===== config.mk =====
export PLATFORM = sky130hd
export DESIGN_NAME = writeback_arbiter
export DESIGN_NICKNAME = d
export VERILOG_FILES = /design/src/rtl/writeback_arbiter_pkg.sv /design/src/rtl/writeback_arbiter_fifo.sv /design/src/rtl/writeback_arbiter.sv
export SDC_FILE = /design/constraint.sdc
export NUM_CORES = 1
export LEC_CHECK = 0
export ABC_AREA = 1
export CORE_MARGIN = 1.5
export CORE_UTILIZATION = 45
export DETAILED_ROUTE_END_ITERATION = 8
export PLACE_DENSITY_LB_ADDON = 0.25
export RECOVER_POWER = 50
export SETUP_SLACK_MARGIN = 0.15
export SLEW_MARGIN = 20
export SYNTH_ARGS = -nofsm -noshare
export SYNTH_HDL_FRONTEND = slang
export SYNTH_SLANG_ARGS = --single-unit
export TNS_END_PERCENT = 30

===== constraint.sdc =====
create_clock -name clk -period 17.43 [get_ports clk]
set_input_delay 1.743 -clock clk [delete_from_list [all_inputs] [get_ports clk]]
set_output_delay 1.743 -clock clk [all_outputs]
set_load 0.02 [all_outputs]

===== src/rtl/writeback_arbiter_pkg.sv =====
// Shared writeback types: word and pipeline record layouts plus the channel limit.
// wb_fwd_t only exists when WB_FORWARD_EN is defined.
package writeback_arbiter_pkg;

  localparam int WB_MAX_NCH = 8;
  localparam int XLEN       = 32;

  typedef logic [XLEN-1:0] word_t;

  typedef struct packed {
    word_t      pc;
    word_t      instruction;
    logic [6:0] op;
    logic       jump;
    logic       regwrite;
    logic [4:0] dst;
    word_t      regdata;
  } memory_data_t;

  typedef struct packed {
    word_t      pc;
    word_t      instruction;
    logic [6:0] op;
    logic       jump;
    logic       regwrite;
    logic [4:0] dst;
    word_t      regdata;
  } writeback_data_t;

`ifdef WB_FORWARD_EN
  typedef struct packed {
    logic       valid;
    logic [4:0] dst;
    word_t      data;
  } wb_fwd_t;
`endif

  function automatic writeback_data_t toWriteback(input memory_data_t m);
    writeback_data_t w;
    w.pc          = m.pc;
    w.instruction = m.instruction;
    w.op          = m.op;
    w.jump        = m.jump;
    w.regwrite    = m.regwrite;
    w.dst         = m.dst;
    w.regdata     = m.regdata;
    return w;
  endfunction

endpackage


===== src/rtl/writeback_arbiter_fifo.sv =====
// Per-channel result FIFO: registered occupancy count, full/empty flags,
// flush clears pointers without touching the storage array.
module wb_fifo
  import writeback_arbiter_pkg::*;
#(
  parameter int DEPTH = 4
) (
  input  logic         clk,
  input  logic         resetn,
  input  logic         flush,
  input  logic         push,
  input  logic         pop,
  input  memory_data_t pushData,
  output memory_data_t headData,
  output logic         full,
  output logic         empty
);

  localparam int AW = $clog2(DEPTH);

  memory_data_t     mem [DEPTH];
  logic [AW-1:0]    rdPtr;
  logic [AW-1:0]    wrPtr;
  logic [AW:0]      count;
  logic             doPush;
  logic             doPop;

  assign full     = (count == (AW+1)'(DEPTH));
  assign empty    = (count == '0);
  assign doPush   = resetn && push && !full && !flush;
  assign doPop    = pop && !empty && !flush;
  assign headData = mem[rdPtr];

  always_ff @(posedge clk) begin
    if (!resetn || flush) begin
      rdPtr <= '0;
      wrPtr <= '0;
      count <= '0;
    end else begin
      if (doPush) wrPtr <= wrPtr + 1'b1;
      if (doPop)  rdPtr <= rdPtr + 1'b1;
      count <= count + (AW+1)'(doPush) - (AW+1)'(doPop);
    end
  end

  always_ff @(posedge clk) begin
    if (doPush) mem[wrPtr] <= pushData;
  end

endmodule


===== src/rtl/writeback_arbiter.sv =====
// Writeback stage: NCH producer FIFOs round-robin arbitrated onto the register-file port.
// Define WB_FORWARD_EN to add the combinational fwd_* bypass outputs.
module writeback_arbiter
  import writeback_arbiter_pkg::*;
#(
  parameter int NCH   = 2,
  parameter int DEPTH = 4
) (
  input  logic            clk,
  input  logic            resetn,
  input  logic            flush,
  input  logic [NCH-1:0]  in_valid,
  output logic [NCH-1:0]  in_ready,
  input  memory_data_t    in_data [NCH],
  output logic            wb_valid,
  output writeback_data_t dataW,
  output logic            rf_we,
  output logic [4:0]      rf_waddr,
  output word_t           rf_wdata,
  output logic [63:0]     commit_cnt
`ifdef WB_FORWARD_EN
  ,
  output logic            fwd_valid,
  output logic [4:0]      fwd_dst,
  output word_t           fwd_data
`endif
);

  localparam int PTR_W = (NCH > 1) ? $clog2(NCH) : 1;

  logic [NCH-1:0]   full;
  logic [NCH-1:0]   empty;
  logic [NCH-1:0]   pop;
  memory_data_t     headData [NCH];
  logic [PTR_W-1:0] rrPtr;
  logic [PTR_W-1:0] grantIdx;
  logic [PTR_W-1:0] cand;
  logic [PTR_W-1:0] nextPtr;
  logic             grantValid;

  // Stage p0: channel FIFOs, ready depends only on registered occupancy
  assign in_ready = (resetn && !flush) ? ~full : '0;

  for (genvar i = 0; i < NCH; i++) begin : gCh
    wb_fifo #(.DEPTH(DEPTH)) uFifo (
      .clk      (clk),
      .resetn   (resetn),
      .flush    (flush),
      .push     (in_valid[i] && in_ready[i]),
      .pop      (pop[i]),
      .pushData (in_data[i]),
      .headData (headData[i]),
      .full     (full[i]),
      .empty    (empty[i])
    );
  end

  always_comb begin
    grantValid = 1'b0;
    grantIdx   = '0;
    cand       = '0;
    for (int k = 0; k < NCH; k++) begin
      cand = PTR_W'((int'(rrPtr) + k) % NCH);
      if (!grantValid && !empty[cand]) begin
        grantValid = 1'b1;
        grantIdx   = cand;
      end
    end
    if (flush) grantValid = 1'b0;
  end

  always_comb begin
    pop = '0;
    if (grantValid) pop[grantIdx] = 1'b1;
  end

  assign nextPtr = (int'(grantIdx) == NCH - 1) ? '0 : grantIdx + 1'b1;

  // Stage p1: commit register and retirement counter
  always_ff @(posedge clk) begin
    if (!resetn) begin
      rrPtr      <= '0;
      wb_valid   <= 1'b0;
      dataW      <= '0;
      commit_cnt <= '0;
    end else if (flush) begin
      wb_valid <= 1'b0;
      dataW    <= '0;
    end else if (grantValid) begin
      rrPtr      <= nextPtr;
      wb_valid   <= 1'b1;
      dataW      <= toWriteback(headData[grantIdx]);
      commit_cnt <= commit_cnt + 64'd1;
    end else begin
      wb_valid <= 1'b0;
    end
  end

  // x0 commits still retire but never reach the register file
  assign rf_we    = wb_valid && dataW.regwrite && (dataW.dst != 5'd0);
  assign rf_waddr = dataW.dst;
  assign rf_wdata = dataW.regdata;

`ifdef WB_FORWARD_EN
  memory_data_t granted;
  wb_fwd_t      fwd;

  assign granted   = headData[grantIdx];
  assign fwd       = '{valid: grantValid && granted.regwrite && (granted.dst != 5'd0),
                       dst:   granted.dst,
                       data:  granted.regdata};
  assign fwd_valid = fwd.valid;
  assign fwd_dst   = fwd.dst;
  assign fwd_data  = fwd.data;
`endif

endmodule


; Yosys cells after proc, flatten, opt, wreduce, memory -nomap -nowiden
; Memories as Yosys holds them, arrays and structs flattened. A register that Yosys moved wholly into a read port is not among the register bits.
; Cells that the tools add are included.
[totals]
in_bits = 225
n_memories = 2
ram_bits = 880
ff_bits = 190
[op_classes]
n_eq_ne = 2
order_cmp = 5
reduce_logical = 30
bitwise = 4
n_mux = 26
add_sub_neg = 11
[mem_list]
columns = memory, words, word_bits, rd, rd_clocked_by_memory_dff, wr, line_no
row1 = gCh[0].uFifo.mem, 4, 110, 1, 1, 1, writeback_arbiter_fifo.sv:21  ; memory_data_t mem [DEPTH];
row2 = gCh[1].uFifo.mem, 4, 110, 1, 1, 1, writeback_arbiter_fifo.sv:21
[ops]
columns = operator, n
row1 = 110-bit 2-to-1 mux, 3
row2 = 64-bit by 1-bit adder with 64-bit output (second input constant), 1
row3 = 1-bit logical AND, 17
row4 = 1-bit 2-to-1 mux, 16
row5 = 2-bit 2-to-1 mux, 6
row6 = 2-bit by 1-bit adder with 2-bit output (second input constant), 4
row7 = 1-bit zero test, 7
row8 = 3-bit by 1-bit adder with 3-bit output, 2
row9 = 3-bit equality test (second input constant), 2
row10 = 3-bit zero test, 2
row11 = 1-bit by 2-bit less-than comparator with 1-bit output (second input constant), 3
row12 = 3-bit by 1-bit subtractor with 3-bit output, 2
row13 = 5-bit nonzero test, 1
row14 = 1-bit adder (second input constant), 2
row15 = 2-bit >= comparator (second input constant), 1
row16 = 1-bit inverter, 2
row17 = 1-bit inverter with 2-bit output, 1
row18 = 2-bit inverter, 1
row19 = 2-bit AND reduction, 1
row20 = 2-bit OR reduction, 1
row21 = 1-bit demux with 1-bit select, 1
row22 = 1-bit >= comparator (second input constant), 1
row23 = 1-bit logical OR, 1

; Depth between registers and ports, before layout
[logic_depth]
word_depth = 15
depth_mapped = 15

; By module
; A second synthesis with hierarchy kept.
[unflattened]
hier_cells = 3584
hier_area_um2 = 42983.7
[modules_own_cells]
columns = mod, instances, area_per_inst_um2, cells_each
row1 = wb_fifo, 2, 17160.2, 1135
row2 = writeback_arbiter, 1, 8663.3, 1314

; Worst setup path before layout
; OpenSTA, ideal clock, no wires.
[synth_timing]
kind = input to register
from = input port resetn
to = memory gCh[0].uFifo.mem[0][0] in the netlist's numbering, enable pin
required_ns = 16.849
cell_stages = 5
arrival_ns = 7.433
path_slack_ns = 9.416
path_buffers = 1
cell_sequence = buf_2 nand2_1 a31oi_1 nand2_1 nor2_1
[synth_between]
elab_chain_len = 8
[synth_lines]
columns = item, line_no
row1 = from (decl), writeback_arbiter.sv:10  ; input logic resetn,
row2 = 1-bit logical AND, writeback_arbiter.sv:42  ; assign in_ready = (resetn && !flush) ? ~full : '0;
row3 = 2-bit 2-to-1 mux, writeback_arbiter.sv:42
row4 = net in_ready[0], writeback_arbiter.sv:13  ; output logic [NCH-1:0] in_ready,
row5 = 1-bit logical AND, writeback_arbiter.sv:49  ; .push (in_valid[i] && in_ready[i]),
row6 = 1-bit logical AND (3 in a row), writeback_arbiter_fifo.sv:30  ; assign doPush = resetn && push && !full && !flush;
row7 = 1-bit 2-to-1 mux, writeback_arbiter_fifo.sv:47  ; if (doPush) mem[wrPtr] <= pushData;
row8 = 1-bit 2-to-1 mux (implied by the code), writeback_arbiter_fifo.sv:47
row9 = to (decl), writeback_arbiter_fifo.sv:21
; The timed path passes the listed nets, and every way through them passes these cells.

; Final worst setup path
[layout_timing]
from = input port resetn
to = output port in_ready[0]
[layout_between]
elab_chain_len = 2
[layout_lines]
columns = item, line_no
row1 = 1-bit logical AND, writeback_arbiter.sv:42
row2 = 2-bit 2-to-1 mux, writeback_arbiter.sv:42
row3 = to (decl), writeback_arbiter.sv:13
; No other way between the ends.

==> flow_results.xml <==
<?xml version="1.0" encoding="UTF-8"?>
<metrics>
  <group name="outcome">
    <metric name="outcome" unit="">finished with violations</metric>
    <metric name="failed_checks" unit="">max-capacitance violations, max-slew violations</metric>
  </group>
  <group name="route">
    <metric name="drc_errors" unit="">0</metric>
    <metric name="ant_nets" unit="">0</metric>
    <metric name="drt-total-wl" unit="mm">111</metric>
    <metric name="detailedRoute.firstPassIterationCount" unit="">8</metric>
    <metric name="post_drt_via_cell_ratio" unit="">5.36</metric>
    <metric name="drtIter0Drc" unit="">2359</metric>
    <metric name="route.detailed.wl_per_inst" unit="um">21.2</metric>
    <metric name="dr_total_vias" unit="">28119</metric>
  </group>
  <group name="worst_setup_path">
    <metric name="cp.arrival" unit="ns">5.91</metric>
    <metric name="timing.critical_path.slowest_stage_cell" unit="">sky130_fd_sc_hd__clkbuf_1</metric>
    <metric name="crit_path_cell_trace" unit="">dlygate4sd3_1, clkbuf_1, nand2_4, a31oi_1, clkdlybuf4s50_1</metric>
    <metric name="critical_path.top_delay_family" unit="">buffers and inverters</metric>
    <metric name="end_kind" unit="">primary output</metric>
    <metric name="setup.worst_path.class" unit="">in -&gt; out</metric>
    <metric name="critical-path-max-stage-delay" unit="ns">1.45</metric>
    <metric name="worst-path-max-fanout" unit="">68</metric>
    <metric name="critPathLaunchType" unit="">primary input</metric>
    <metric name="cp_data_required_time" unit="ns">15.69</metric>
    <metric name="critPathBufInv" unit="">3</metric>
  </group>
  <group name="place">
    <metric name="portBuffers" unit="">439</metric>
    <metric name="post-place-ws" unit="ns">11.17</metric>
    <metric name="detailed_place_hpwl" unit="mm">67.5</metric>
    <metric name="place_congestion" unit="">0.874</metric>
  </group>
  <group name="timing">
    <metric name="finalSetupTns" unit="ns">0</metric>
    <metric name="max_clock_freq" unit="MHz">131</metric>
    <metric name="max_slew_violation_count" unit="">98</metric>
    <metric name="max-slew-margin-rel" unit="%">-55.8</metric>
    <metric name="report.final.hold_viol_count" unit="">0</metric>
    <metric name="setup-violations-final" unit="">0</metric>
    <metric name="period_needed" unit="ns">7.65</metric>
    <metric name="actual_transition_at_the_worst_max_transition_pin" unit="ns">2.32</metric>
    <metric name="min_period_over_period" unit="%">43.9</metric>
    <metric name="rsz_0062_raised_after_global_routing" unit="">false</metric>
    <metric name="timing.final.ws_setup" unit="ns">9.78</metric>
    <metric name="fin_skew" unit="ns">0.0229</metric>
  </group>
  <group name="die">
    <metric name="chipWidth" unit="um">308</metric>
    <metric name="core_outline_area" unit="um^2">91900</metric>
    <metric name="die-height" unit="um">308</metric>
    <metric name="floorplan.io_pins" unit="">440</metric>
    <metric name="initial_standard_cell_utilization_of_the_core" unit="%">45.5</metric>
    <metric name="std_cell_rows" unit="">111</metric>
    <metric name="design.die.area" unit="um^2">94900</metric>
  </group>
  <group name="grt">
    <metric name="wire_length_of_the_first_global_routing_pass" unit="mm">164</metric>
    <metric name="grt.overflow.total" unit="">0</metric>
    <metric name="first_global_vias" unit="">26681</metric>
    <metric name="grt_antenna_before_repair" unit="">60</metric>
    <metric name="grt_use_total" unit="%">23.1</metric>
    <metric name="pin_count_of_the_biggest_net_entering_global_routing" unit="">89</metric>
  </group>
  <group name="clocking">
    <metric name="cts_hold_buf" unit="">0</metric>
    <metric name="clk_pin_slew" unit="ns">0.06</metric>
    <metric name="tritoncts" unit="">done</metric>
    <metric name="ctsRootBufferMaster" unit="">sky130_fd_sc_hd__clkbuf_16</metric>
    <metric name="htree_levels" unit="">3</metric>
    <metric name="cts-buffers-inserted" unit="">108</metric>
    <metric name="clkLatencyLatePin" unit="ns">0.68</metric>
    <metric name="cts_resized" unit="">0</metric>
    <metric name="clock_sinks" unit="">1074</metric>
    <metric name="post-cts-setup-buffer-count" unit="">0</metric>
    <metric name="worst_case_clock_buffer_depth" unit="">3</metric>
  </group>
  <group name="power">
    <metric name="p_total" unit="mW">5.45</metric>
    <metric name="power_density" unit="nW/um^2">108</metric>
    <metric name="vdd_drop_max" unit="mV">0.0980</metric>
    <metric name="leakage" unit="nW">17.3</metric>
  </group>
  <group name="synthesis">
    <metric name="synth-warning-count" unit="">0</metric>
    <metric name="yosys_register_bits" unit="">1074</metric>
    <metric name="synth_edf_count" unit="">880</metric>
    <metric name="asyncSetResetFlopFracSynth" unit="%">0</metric>
    <metric name="mappedNetlistArea" unit="um^2">41900</metric>
    <metric name="share_of_the_yosys_chip_area_belonging_to_registers" unit="%">72.4</metric>
    <metric name="synth_cell_type_count" unit="">41</metric>
    <metric name="postSynthNetCount" unit="">3779</metric>
    <metric name="synthesis.area_per_instance" unit="um^2">11.8</metric>
    <metric name="ys_dominant_reg_cell" unit="">sky130_fd_sc_hd__edfxtp_1</metric>
    <metric name="synthesis.instances" unit="">3539</metric>
  </group>
  <group name="final_layout">
    <metric name="area_growth" unit="%">20.6</metric>
    <metric name="mostFrequentLayoutCell" unit="">sky130_fd_sc_hd__edfxtp_1</metric>
    <metric name="layout-drive-gt1-share" unit="%">5.48</metric>
    <metric name="top_library_cells_by_usage_in_the_layout_fill_and_taps_aside" unit="">sky130_fd_sc_hd__edfxtp_1, sky130_fd_sc_hd__nor2_1, sky130_fd_sc_hd__nand2_1</metric>
    <metric name="final_net_count" unit="">4128</metric>
  </group>
  <group name="flow_run">
    <metric name="max-cap-violations" unit="">2</metric>
  </group>
  <group name="worst_hold_path">
    <metric name="worstHoldPathType" unit="">reg -&gt; reg</metric>
  </group>
</metrics>
[through the flow]
step           hold WS, ns  util, %  cells  instance area [um^2]
4_1_cts              0.466     55.0   5224                 50500
6_report             0.463     54.9   5245                 50500
2_1_floorplan        0.436        -   3539                 41900
3_5_place_dp         0.456     51.1   5021                 47000
5_1_grt              0.486     54.9   5237                 50400
3_3_place_gp         0.439     51.1   5021                 47000
[sequential cells by signal (all words and copies together) (netlist names), named ones only]
name and count:
gCh.uFifo.mem 880, gCh.uFifo.count 6, gCh.uFifo.rdPtr 4, wb_valid 1, dataW 73, commit_cnt 64, rf_wdata 32, rrPtr 1
gCh.uFifo.wrPtr 4, rf_waddr 5
[cells by family (layout without fill, tap and decap cells)]
kind of cell    Yosys count  after routing  share of synthesized area, %
flops                  1074           1074                          72.4
simple gates           1197           1197                          11.4
xor+xnor                 10             10                         0.209
fa+ha+maj                15             15                         0.484
compound gates          855            855                          11.3
buf+inv                 388            830                          4.21
other cells               0             21                             0
[per-layer routing]
layer / vias to the layer above / GRT usage, % / wire length (um)
met5: - / 0 / 234
met4: 38 / 7.87 / 2940
met3: 187 / 4.71 / 8060
met2: 914 / 37.6 / 53700
met1: 13686 / 30.8 / 46100
li1: 13294 / - / -
[path summary, 6_finish.rpt]
path                    startpoint     endpoint  slack (ns)  depth (start not counted)
max                         resetn  in_ready[0]        9.78                          5
min          gCh[1].uFifo.rdPtr[1]     register        0.46                          2
max reg2reg  gCh[0].uFifo.count[1]    dataW[44]       12.67                          8
min reg2reg  gCh[1].uFifo.rdPtr[1]     register        0.46                          2
[power breakdown]
group	switching, mW	leakage, nW	internal, mW
clock	0.952	1.71	1.33
sequential	0.0246	9.52	2.81
combinational	0.218	6.07	0.111
[layout make-up]
cell class	count	area, um^2
Antenna cell	21	52.6
Clock buffer	151	3000
Clock inverter	52	518
Fill cell	7748	41500
Inverter	150	581
Multi-Input combinational cell	2077	9770
Sequential cell	1074	30300
Tap cell	1243	1560
Timing Repair Buffer	477	4680
[worst min-delay path, stage by stage (launching register included)]
cell	delay, ns
sky130_fd_sc_hd__dfxtp_1	0.30
sky130_fd_sc_hd__inv_1	0.06
sky130_fd_sc_hd__a21oi_1	0.07
[Yosys cell counts, drive strengths merged (3+ instances only)]
cell	number	area (um^2)
nor2	566	2210
edfxtp	880	26400
a22oi	18	135
ha	13	163
nand2	551	2080
dfxtp	194	3880
xor2	7	61.3
o22ai	200	1250
clkbuf	105	398
buf	133	800
xnor2	3	26.3
nand3	38	233
a31oi	94	588
o21a	6	45.0
o21ai	455	2280
nand4	24	156
inv	149	559
a21oi	78	390
nor3	10	50.1
No activity file was read; power rests on OpenSTA's default activity.
